===== config.mk =====
export PLATFORM = sky130hd
export DESIGN_NAME = mult_sequencer
export DESIGN_NICKNAME = d
export VERILOG_FILES = /design/src/rtl/mult_sequencer.sv
export SDC_FILE = /design/constraint.sdc
export NUM_CORES = 1
export LEC_CHECK = 0
export BUFFER_PORTS_ARGS = -buffer_cell sky130_fd_sc_hd__buf_2
export CAP_MARGIN = 10
export CORE_MARGIN = 8
export CORE_UTILIZATION = 41
export DETAILED_ROUTE_END_ITERATION = 12
export PLACE_DENSITY = 0.74
export SLEW_MARGIN = 25
export SYNTH_ARGS = -nofsm -noshare
export SYNTH_HDL_FRONTEND = slang
export SYNTH_SLANG_ARGS = --single-unit

===== constraint.sdc =====
create_clock -name Clock -period 1.45 [get_ports Clock]
set_input_delay 0.29 -clock Clock [delete_from_list [all_inputs] [get_ports Clock]]
set_output_delay 0.29 -clock Clock [all_outputs]
set_load 0.01 [all_outputs]

===== src/rtl/mult_sequencer.sv =====
// Sequencer between control and the iterative multiplier: drives the multiplier's
// State code, waits for its done flag, captures the product into Hi/Lo and handles MTHI/MTLO.
module mult_sequencer #(
  parameter int MAX_CYCLES = 40,
  parameter int CNT_W      = 6
) (
  input  logic        Clock,
  input  logic        Reset,
  input  logic        Start,
  input  logic        MultDone,
  input  logic [31:0] MultHi,
  input  logic [31:0] MultLo,
  input  logic        WriteHi,
  input  logic        WriteLo,
  input  logic [31:0] WriteData,
  output logic [1:0]  MultState,
  output logic        Busy,
  output logic        Done,
  output logic        Error,
  output logic [31:0] Hi,
  output logic [31:0] Lo
);

  typedef enum logic [2:0] {
    S_IDLE,
    S_LOAD,
    S_RUN,
    S_CAPTURE,
    S_DONE,
    S_ERR
  } state_e;

  localparam logic [1:0] MS_NEUTRAL = 2'b00;
  localparam logic [1:0] MS_LOAD    = 2'b01;
  localparam logic [1:0] MS_RUN     = 2'b10;

  localparam logic [CNT_W-1:0] CNT_LAST = CNT_W'(MAX_CYCLES - 1);

  state_e           state_q, state_d;
  logic [CNT_W-1:0] cnt_q, cnt_d;
  logic [31:0]      hi_q, hi_d;
  logic [31:0]      lo_q, lo_d;
  logic             wr_ok;

  always_comb begin
    // NOTE: every signal written here gets a default first so no latch is inferred.
    state_d   = state_q;
    cnt_d     = cnt_q;
    hi_d      = hi_q;
    lo_d      = lo_q;
    MultState = MS_NEUTRAL;
    Busy      = 1'b0;
    Done      = 1'b0;
    Error     = 1'b0;

    // Software writes land only while the multiplier datapath is not in use.
    wr_ok = (state_q == S_IDLE) || (state_q == S_DONE) || (state_q == S_ERR);
    if (wr_ok && WriteHi) hi_d = WriteData;
    if (wr_ok && WriteLo) lo_d = WriteData;

    unique case (state_q)
      S_IDLE: begin
        if (Start) state_d = S_LOAD;
      end
      S_LOAD: begin
        MultState = MS_LOAD;
        Busy      = 1'b1;
        cnt_d     = '0;
        state_d   = S_RUN;
      end
      S_RUN: begin
        MultState = MS_RUN;
        Busy      = 1'b1;
        if (MultDone)               state_d = S_CAPTURE;
        else if (cnt_q == CNT_LAST) state_d = S_ERR;
        else                        cnt_d   = cnt_q + 1'b1;
      end
      S_CAPTURE: begin
        // State stays at RUN so the multiplier keeps the product stable while it is sampled.
        MultState = MS_RUN;
        Busy      = 1'b1;
        hi_d      = MultHi;
        lo_d      = MultLo;
        state_d   = S_DONE;
      end
      S_DONE: begin
        Done    = 1'b1;
        state_d = S_IDLE;
      end
      S_ERR: begin
        Error = 1'b1;
        if (Start) state_d = S_LOAD;
      end
      default: state_d = S_IDLE;
    endcase
  end

  // NOTE: state is updated with non-blocking assignments so every flop samples pre-edge values.
  always_ff @(posedge Clock) begin
    if (!Reset) begin
      state_q <= S_IDLE;
      cnt_q   <= '0;
      hi_q    <= '0;
      lo_q    <= '0;
    end else begin
      state_q <= state_d;
      cnt_q   <= cnt_d;
      hi_q    <= hi_d;
      lo_q    <= lo_d;
    end
  end

  assign Hi = hi_q;
  assign Lo = lo_q;

endmodule


==> results.py, run 1 <==
metrics = {
    "floorplan": {
        "die-area_mm2": 0.01157,
        "core-area_mm2": 0.008175,
        "die_h_um": 107.6,
        "start_util_pct": 42.06,
        "rows": 33,
        "die_w_um": 107.6,
        "ios": 171,
    },
    "placed_design": {
        "pre_cts_ws_ps": -173.9,
        "port_buffers": 170,
        "dp.cells": 662,
        "gp_congestion": 0.8289,
        "placed_cell_area_mm2": 0.004482,
        "hpwl_um": 8213,
    },
    "critical_path": {
        "cp_slowest_stage_delay_ps": 390,
        "r2r_setup_slack_ps": -130,
        "reg2reg_to": "state_q[0]",
        "rr_worst_depth": 5,
        "endpoint_kind": "flip-flop",
        "rr_startpoint": "cnt_q[4]",
        "critPathRequiredTime_ps": 1720,
        "critPathMaxFanout": 4,
        "slowest_stage": "or3b_4",
        "cp-start-kind": "flip-flop",
        "crit_type": "flip-flop to flip-flop",
        "cp.arrival_ps": 1840,
        "path_cells": "or3b_4 -> or2_4 -> buf_4 -> a311o_1 -> o21ai_2",
        "cp_top_family": "simple AND/OR/NAND/NOR gates",
        "critPathBufInv": 1,
    },
    "job": {
        "cap_violations": 0,
    },
    "pwr": {
        "p_leak_nw": 2.521,
        "ir_worst_vdd_mv": 0.4749,
        "power_density_mw_per_mm2": 998.9,
    },
    "clock_tree": {
        "numCtsBuffers": 9,
        "cts.hold.buffers_added": 0,
        "cts_sinks": 73,
        "worstSkewPairLatency_ps": 340,
        "clockRootBuffer": "clkbuf_8",
        "htreeDepth": 3,
        "cts.path.max_buffers": 2,
        "clk_pin_slew_ps": 80,
        "cts_tree": "built",
    },
    "routing": {
        "ant_nets": 0,
        "drc": 0,
        "initialDrtViolationCount": 132,
        "firstDrtPassIters": 4,
        "drt-total-wl_um": 12850,
        "wl_per_cell_um": 18.27,
        "via_count": 3832,
        "viasPerCell": 5.451,
    },
    "layout": {
        "final_core_util_pct": 69.16,
        "diodes": 0,
        "final_cells": 703,
        "regArea_mm2": 0.001470,
        "multi_input_area_mm2": 0.002226,
        "area_delta_synth_final_pct": 64.45,
        "drive_gt1_share_pct": 61.04,
        "nFillCells": 638,
        "fin_area_mm2": 0.005654,
        "nNetsFinal": 696,
    },
    "yosys": {
        "synth.area.top_cells": "dfxtp_1 (43%), a211oi_1 (13%), nor3_1 (9.9%)",
        "synth_cells": 396,
        "yosysTopAreaCell": "dfxtp_1",
        "seq_area_frac_synth_pct": 42.50,
        "synth_nets": 499,
        "ys_async_sr_fraction_pct": 0,
        "syn-cell-area_mm2": 0.003438,
        "yosysTopAreaCellShare_pct": 42.50,
        "synth_cell_types": 38,
        "synth_ff_type": "dfxtp_1",
        "yosys_warnings": 0,
        "synth_edf_count": 0,
        "syn_avg_cell_area_um2": 8.683,
        "synth_seq_cells": 73,
    },
    "timing": {
        "fmax_mhz": 634.2,
        "timing.final.ws_setup_ps": -126.7,
        "worst_pin_slew_ps": 447.2,
        "finalSetupViolations": 65,
        "worst_clock_skew_ps": 5.757,
        "slew-limit-headroom_pct": 70.18,
        "min_period_ps": 1577,
        "fin_crit_sh_pct": 108.7,
        "hold_viol": 0,
        "whs_ps": 244.2,
        "slew_violations": 0,
        "rsz0062_at_grt": "yes",
    },
    "hold_path": {
        "min_path_cells": 2,
        "holdPathEnd": "state_q[2]",
        "min_path_type": "input pin to flip-flop",
        "hp-start": "Reset",
    },
    "status": {
        "violations": "setup timing",
        "status": "finished, violations left",
    },
    "grt": {
        "busiest_layer": "met2",
        "grt_use_met3_pct": 6.108,
        "grt_pass1_vias": 3704,
        "grtUsageTotal_pct": 19.11,
        "antenna_found_initial": 0,
        "grt_pass1_wl_um": 18210,
        "grt_max_degree": 35,
        "grt-ovfl-total": 0,
        "use_met1_pct": 22.13,
        "met2_usage_pct": 33.55,
    },
}
==> worst max path at each step <==
stage	depth (start not counted)	slack, ps	start	endpoint
2_1_floorplan	5	-150	cnt_q[4]	cnt_q[5]
3_3_place_gp	4	-140	cnt_q[5]	cnt_q[0]
3_5_place_dp	4	-170	cnt_q[5]	cnt_q[4]
4_1_cts	4	-120	cnt_q[4]	cnt_q[5]
5_1_grt	5	-180	cnt_q[4]	state_q[0]
6_report	5	-130	cnt_q[4]	state_q[0]
==> final cells by class <==
type,instances,share of cell area (%)
well taps,105,2.324
inverters,4,0.2655
multi-input cells,278,39.37
clock inverters,5,0.5311
repair buffers,227,28.83
clock buffers,11,2.678
flip-flops and latches,73,26.00
==> cell usage after synthesis, drive strengths merged (2+ instances only) <==
library cell	instances
dfxtp	73
nor3	68
a21oi	66
a211oi	64
nor2b	34
buf	24
clkbuf	18
nor2	9
nand2	5
inv	4
a221o	3
nor3b	3
or2	3
and2	2
nand2b	2
nand3	2
o21ai	2
==> per-stage QoR <==
step	total power [W]	setup TNS, ps
2_1_floorplan	0.003195	-687.9
3_3_place_gp	0.003714	-865.5
3_5_place_dp	0.003753	-1228
4_1_cts	0.005340	-1043
5_1_grt	0.005931	-7281
6_report	0.005648	-2984
==> sequential cells by signal, indices dropped and copies added (netlist names) <==
| register | count |
|---|---|
| Hi | 32 |
| Lo | 32 |
| cnt_q | 6 |
| state_q | 3 |
==> routing by layer <==
| metal | part of all wire [%] | routed length, um | vias to the layer above |
|---|---|---|---|
| met1 | 41 | 5239 | 1798 |
| met3 | 8.2 | 1056 | 14 |
| met2 | 50 | 6411 | 153 |
| met4 | 1.1 | 138 | 0 |
| li1 | - | - | 1867 |
| met5 | 0 | 0 | - |
==> repair_timing <==
action,4_1_cts,5_1_grt
pin swaps,24,16
cloned,3,8
setup buffers,11,6
gates resized for setup,50,124
setup endpoints to repair,37,78
==> report_power, final <==
group	total (W)	internal (W)	leakage, nW	switching [W]
clock	0.00148	0.000706	0.0911	0.000771
sequential	0.00236	0.00223	0.606	0.000127
combinational	0.00181	0.000887	1.82	0.000925
==> cell families (layout without fill, tap and decap cells) <==
logic type      after synthesis  after routing  share of synthesized area [%]
compound gates              142            142                          27.80
fa+ha+maj                     1              1                         0.3638
buf+inv                      46            247                          7.569
flops                        73             73                          42.50
mux                           1              1                         0.3275
simple gates                133            134                          21.43
==> layout by cell type, fill, tap and decap left out, types with 4 or more instances in the layout <==
cell	count
buf_4	22
nor2_1	5
nor3_2	6
a21oi_2	19
buf_12	10
a21oi_1	46
nor2b_4	19
clkbuf_16	6
buf_8	4
buf_2	167
a211oi_2	35
dfxtp_2	4
nor3_1	62
clkbuf_8	11
nor2b_2	12
dfxtp_1	68
buf_6	17
a211oi_1	29
nand2_1	5
No activity file was read; power rests on OpenSTA's default activity.
==> run 2, diff against run 1 <==
HOLD_SLACK_MARGIN = 0.03   (was unset)
MAX_ROUTING_LAYER = met4   (was unset)
==> run 2 against run 1 <==
- the flow still finishes with violations (setup timing)
- clock power about the same
- clock skew rose by 0.91 ps
- utilization is 0.96 points lower
- first-iteration DRC count decreased by 11%
- worst hold slack better by 26 ps
- count of clock-buffer cells in the layout did not move
- combinational power shrank 3%
- critical path type unchanged
- critical endpoint is now cnt_q[5]
- largest power group unchanged
==> results.py, run 2 (same netlist as run 1, synthesis figures left out) <==
metrics = {
    "clock_tree": {
        "cts_tree": "built",
        "worstSkewPairLatency_ps": 330,
        "numCtsBuffers": 9,
        "clk_pin_slew_ps": 70,
        "cts.path.max_buffers": 2,
        "htreeDepth": 3,
        "clockRootBuffer": "clkbuf_8",
        "cts_sinks": 73,
    },
    "routing": {
        "drc": 0,
        "firstDrtPassIters": 4,
        "via_count": 3855,
        "wl_per_cell_um": 17.90,
        "initialDrtViolationCount": 117,
        "ant_nets": 0,
        "drt-total-wl_um": 12590,
        "viasPerCell": 5.484,
    },
    "hold_path": {
        "hp-start": "Reset",
        "holdPathEnd": "state_q[2]",
        "min_path_type": "input pin to flip-flop",
        "min_path_cells": 2,
    },
    "timing": {
        "hold_viol": 0,
        "min_period_ps": 1580,
        "slew_violations": 0,
        "rsz0062_at_grt": "yes",
        "worst_clock_skew_ps": 6.667,
        "fin_crit_sh_pct": 109.0,
        "fmax_mhz": 632.9,
        "finalSetupViolations": 54,
        "timing.final.ws_setup_ps": -130.0,
        "worst_pin_slew_ps": 437.9,
        "tns_ps": -2287,
        "slew-limit-headroom_pct": 70.81,
    },
    "grt": {
        "grtUsageTotal_pct": 19.65,
        "grt_max_degree": 35,
        "grt_pass1_wl_um": 18190,
        "antenna_found_initial": 0,
        "grt_pass1_vias": 3707,
        "grt-ovfl-total": 0,
    },
    "floorplan": {
        "start_util_pct": 42.06,
        "rows": 33,
        "die_h_um": 107.6,
        "die-area_mm2": 0.01157,
        "core-area_mm2": 0.008175,
        "die_w_um": 107.6,
        "ios": 171,
    },
    "critical_path": {
        "cp.arrival_ps": 1790,
        "rr_startpoint": "cnt_q[4]",
        "rr_worst_depth": 4,
        "critPathMaxFanout": 4,
        "cp-start-kind": "flip-flop",
        "critPathRequiredTime_ps": 1660,
        "endpoint_kind": "flip-flop",
        "r2r_setup_slack_ps": -130,
        "crit_type": "flip-flop to flip-flop",
        "reg2reg_to": "cnt_q[5]",
    },
    "pwr": {
        "ir_worst_vdd_mv": 0.4757,
        "totalPowerFinal_w": 0.005582,
        "power_density_mw_per_mm2": 1001,
        "p_leak_nw": 2.490,
    },
    "layout": {
        "drive_gt1_share_pct": 60.20,
        "final_common_cell": "buf_2",
        "nFillCells": 645,
        "final_core_util_pct": 68.20,
        "multi_input_area_mm2": 0.002177,
        "regArea_mm2": 0.001470,
        "layout_common_cells": "buf_2 (167), dfxtp_1 (68), nor3_1 (62)",
        "diodes": 0,
        "area_delta_synth_final_pct": 62.15,
        "nNetsFinal": 696,
    },
    "status": {
        "violations": "setup timing",
        "status": "finished, violations left",
    },
    "placed_design": {
        "gp_congestion": 0.8414,
        "hpwl_um": 8213,
        "port_buffers": 170,
    },
    "job": {
        "cap_violations": 0,
    },
}
-- run 2: cell count changes in the layout (fill, tap and decap cells not counted), moves of 2 or more --
cell and change:
nor2b_4 -4, a211oi_1 +6, nor2b_2 +6, nor2b_1 -2
buf_6 +2, a211oi_2 -6
-- run 2: worst max path at each step --
stage	from	to	slack (ps)	cells after the start
finish	cnt_q[4]	cnt_q[5]	-130	4
global route	cnt_q[4]	cnt_q[4]	-160	4
CTS	cnt_q[4]	cnt_q[5]	-120	4
detailed placement	cnt_q[5]	cnt_q[4]	-170	4
global placement	cnt_q[5]	cnt_q[0]	-140	4
floorplan	cnt_q[4]	cnt_q[5]	-150	5
-- run 2: report_power, final --
part,internal (W),leakage [nW],switching [W]
sequential,0.00223,0.606,0.000126
combinational,0.000858,1.79,0.000896
clock,0.000706,0.0911,0.000765
-- run 2: per-stage QoR --
stage	cells	setup WS [ps]	instance area, um^2	hold slack (ps)
2_1_floorplan	396	-151.8	3470	402.6
3_3_place_gp	662	-139.0	4482	483.9
3_5_place_dp	662	-173.9	4482	501.1
4_1_cts	691	-117.3	4955	227.6
5_1_grt	703	-163.9	5575	248.4
6_report	703	-130.0	5575	270.2
-- run 2: metal layers --
layer	wire, um	up-vias	part of all wire (%)	GRT usage, %
li1	-	1860	-	-
met1	5283	1822	42	22.88
met2	6141	158	49	33.55
met3	968	15	7.7	4.790
met4	194	0	1.5	3.865
met5	0	-	0	-
-- run 2: area by class of cell --
class	count	area share, %
clock buffers	11	2.715
clock inverters	5	0.5386
inverters	4	0.2693
multi-input cells	278	39.05
flip-flops and latches	73	26.37
well taps	105	2.356
repair buffers	227	28.70
-- run 2: timing repair --
action,4_1_cts,5_1_grt
pin swaps,24,17
buffers inserted,11,7
gates cloned,3,7
resized for setup,50,115
hold buffers,0,0
endpoints found under the setup margin,37,78
-- run 2: worst max-delay path, stage by stage, from the launching register on --
cell,delay [ps]
dfxtp_2,320
or3b_4,390
or2_4,270
and2_4,160
a221o_2,330
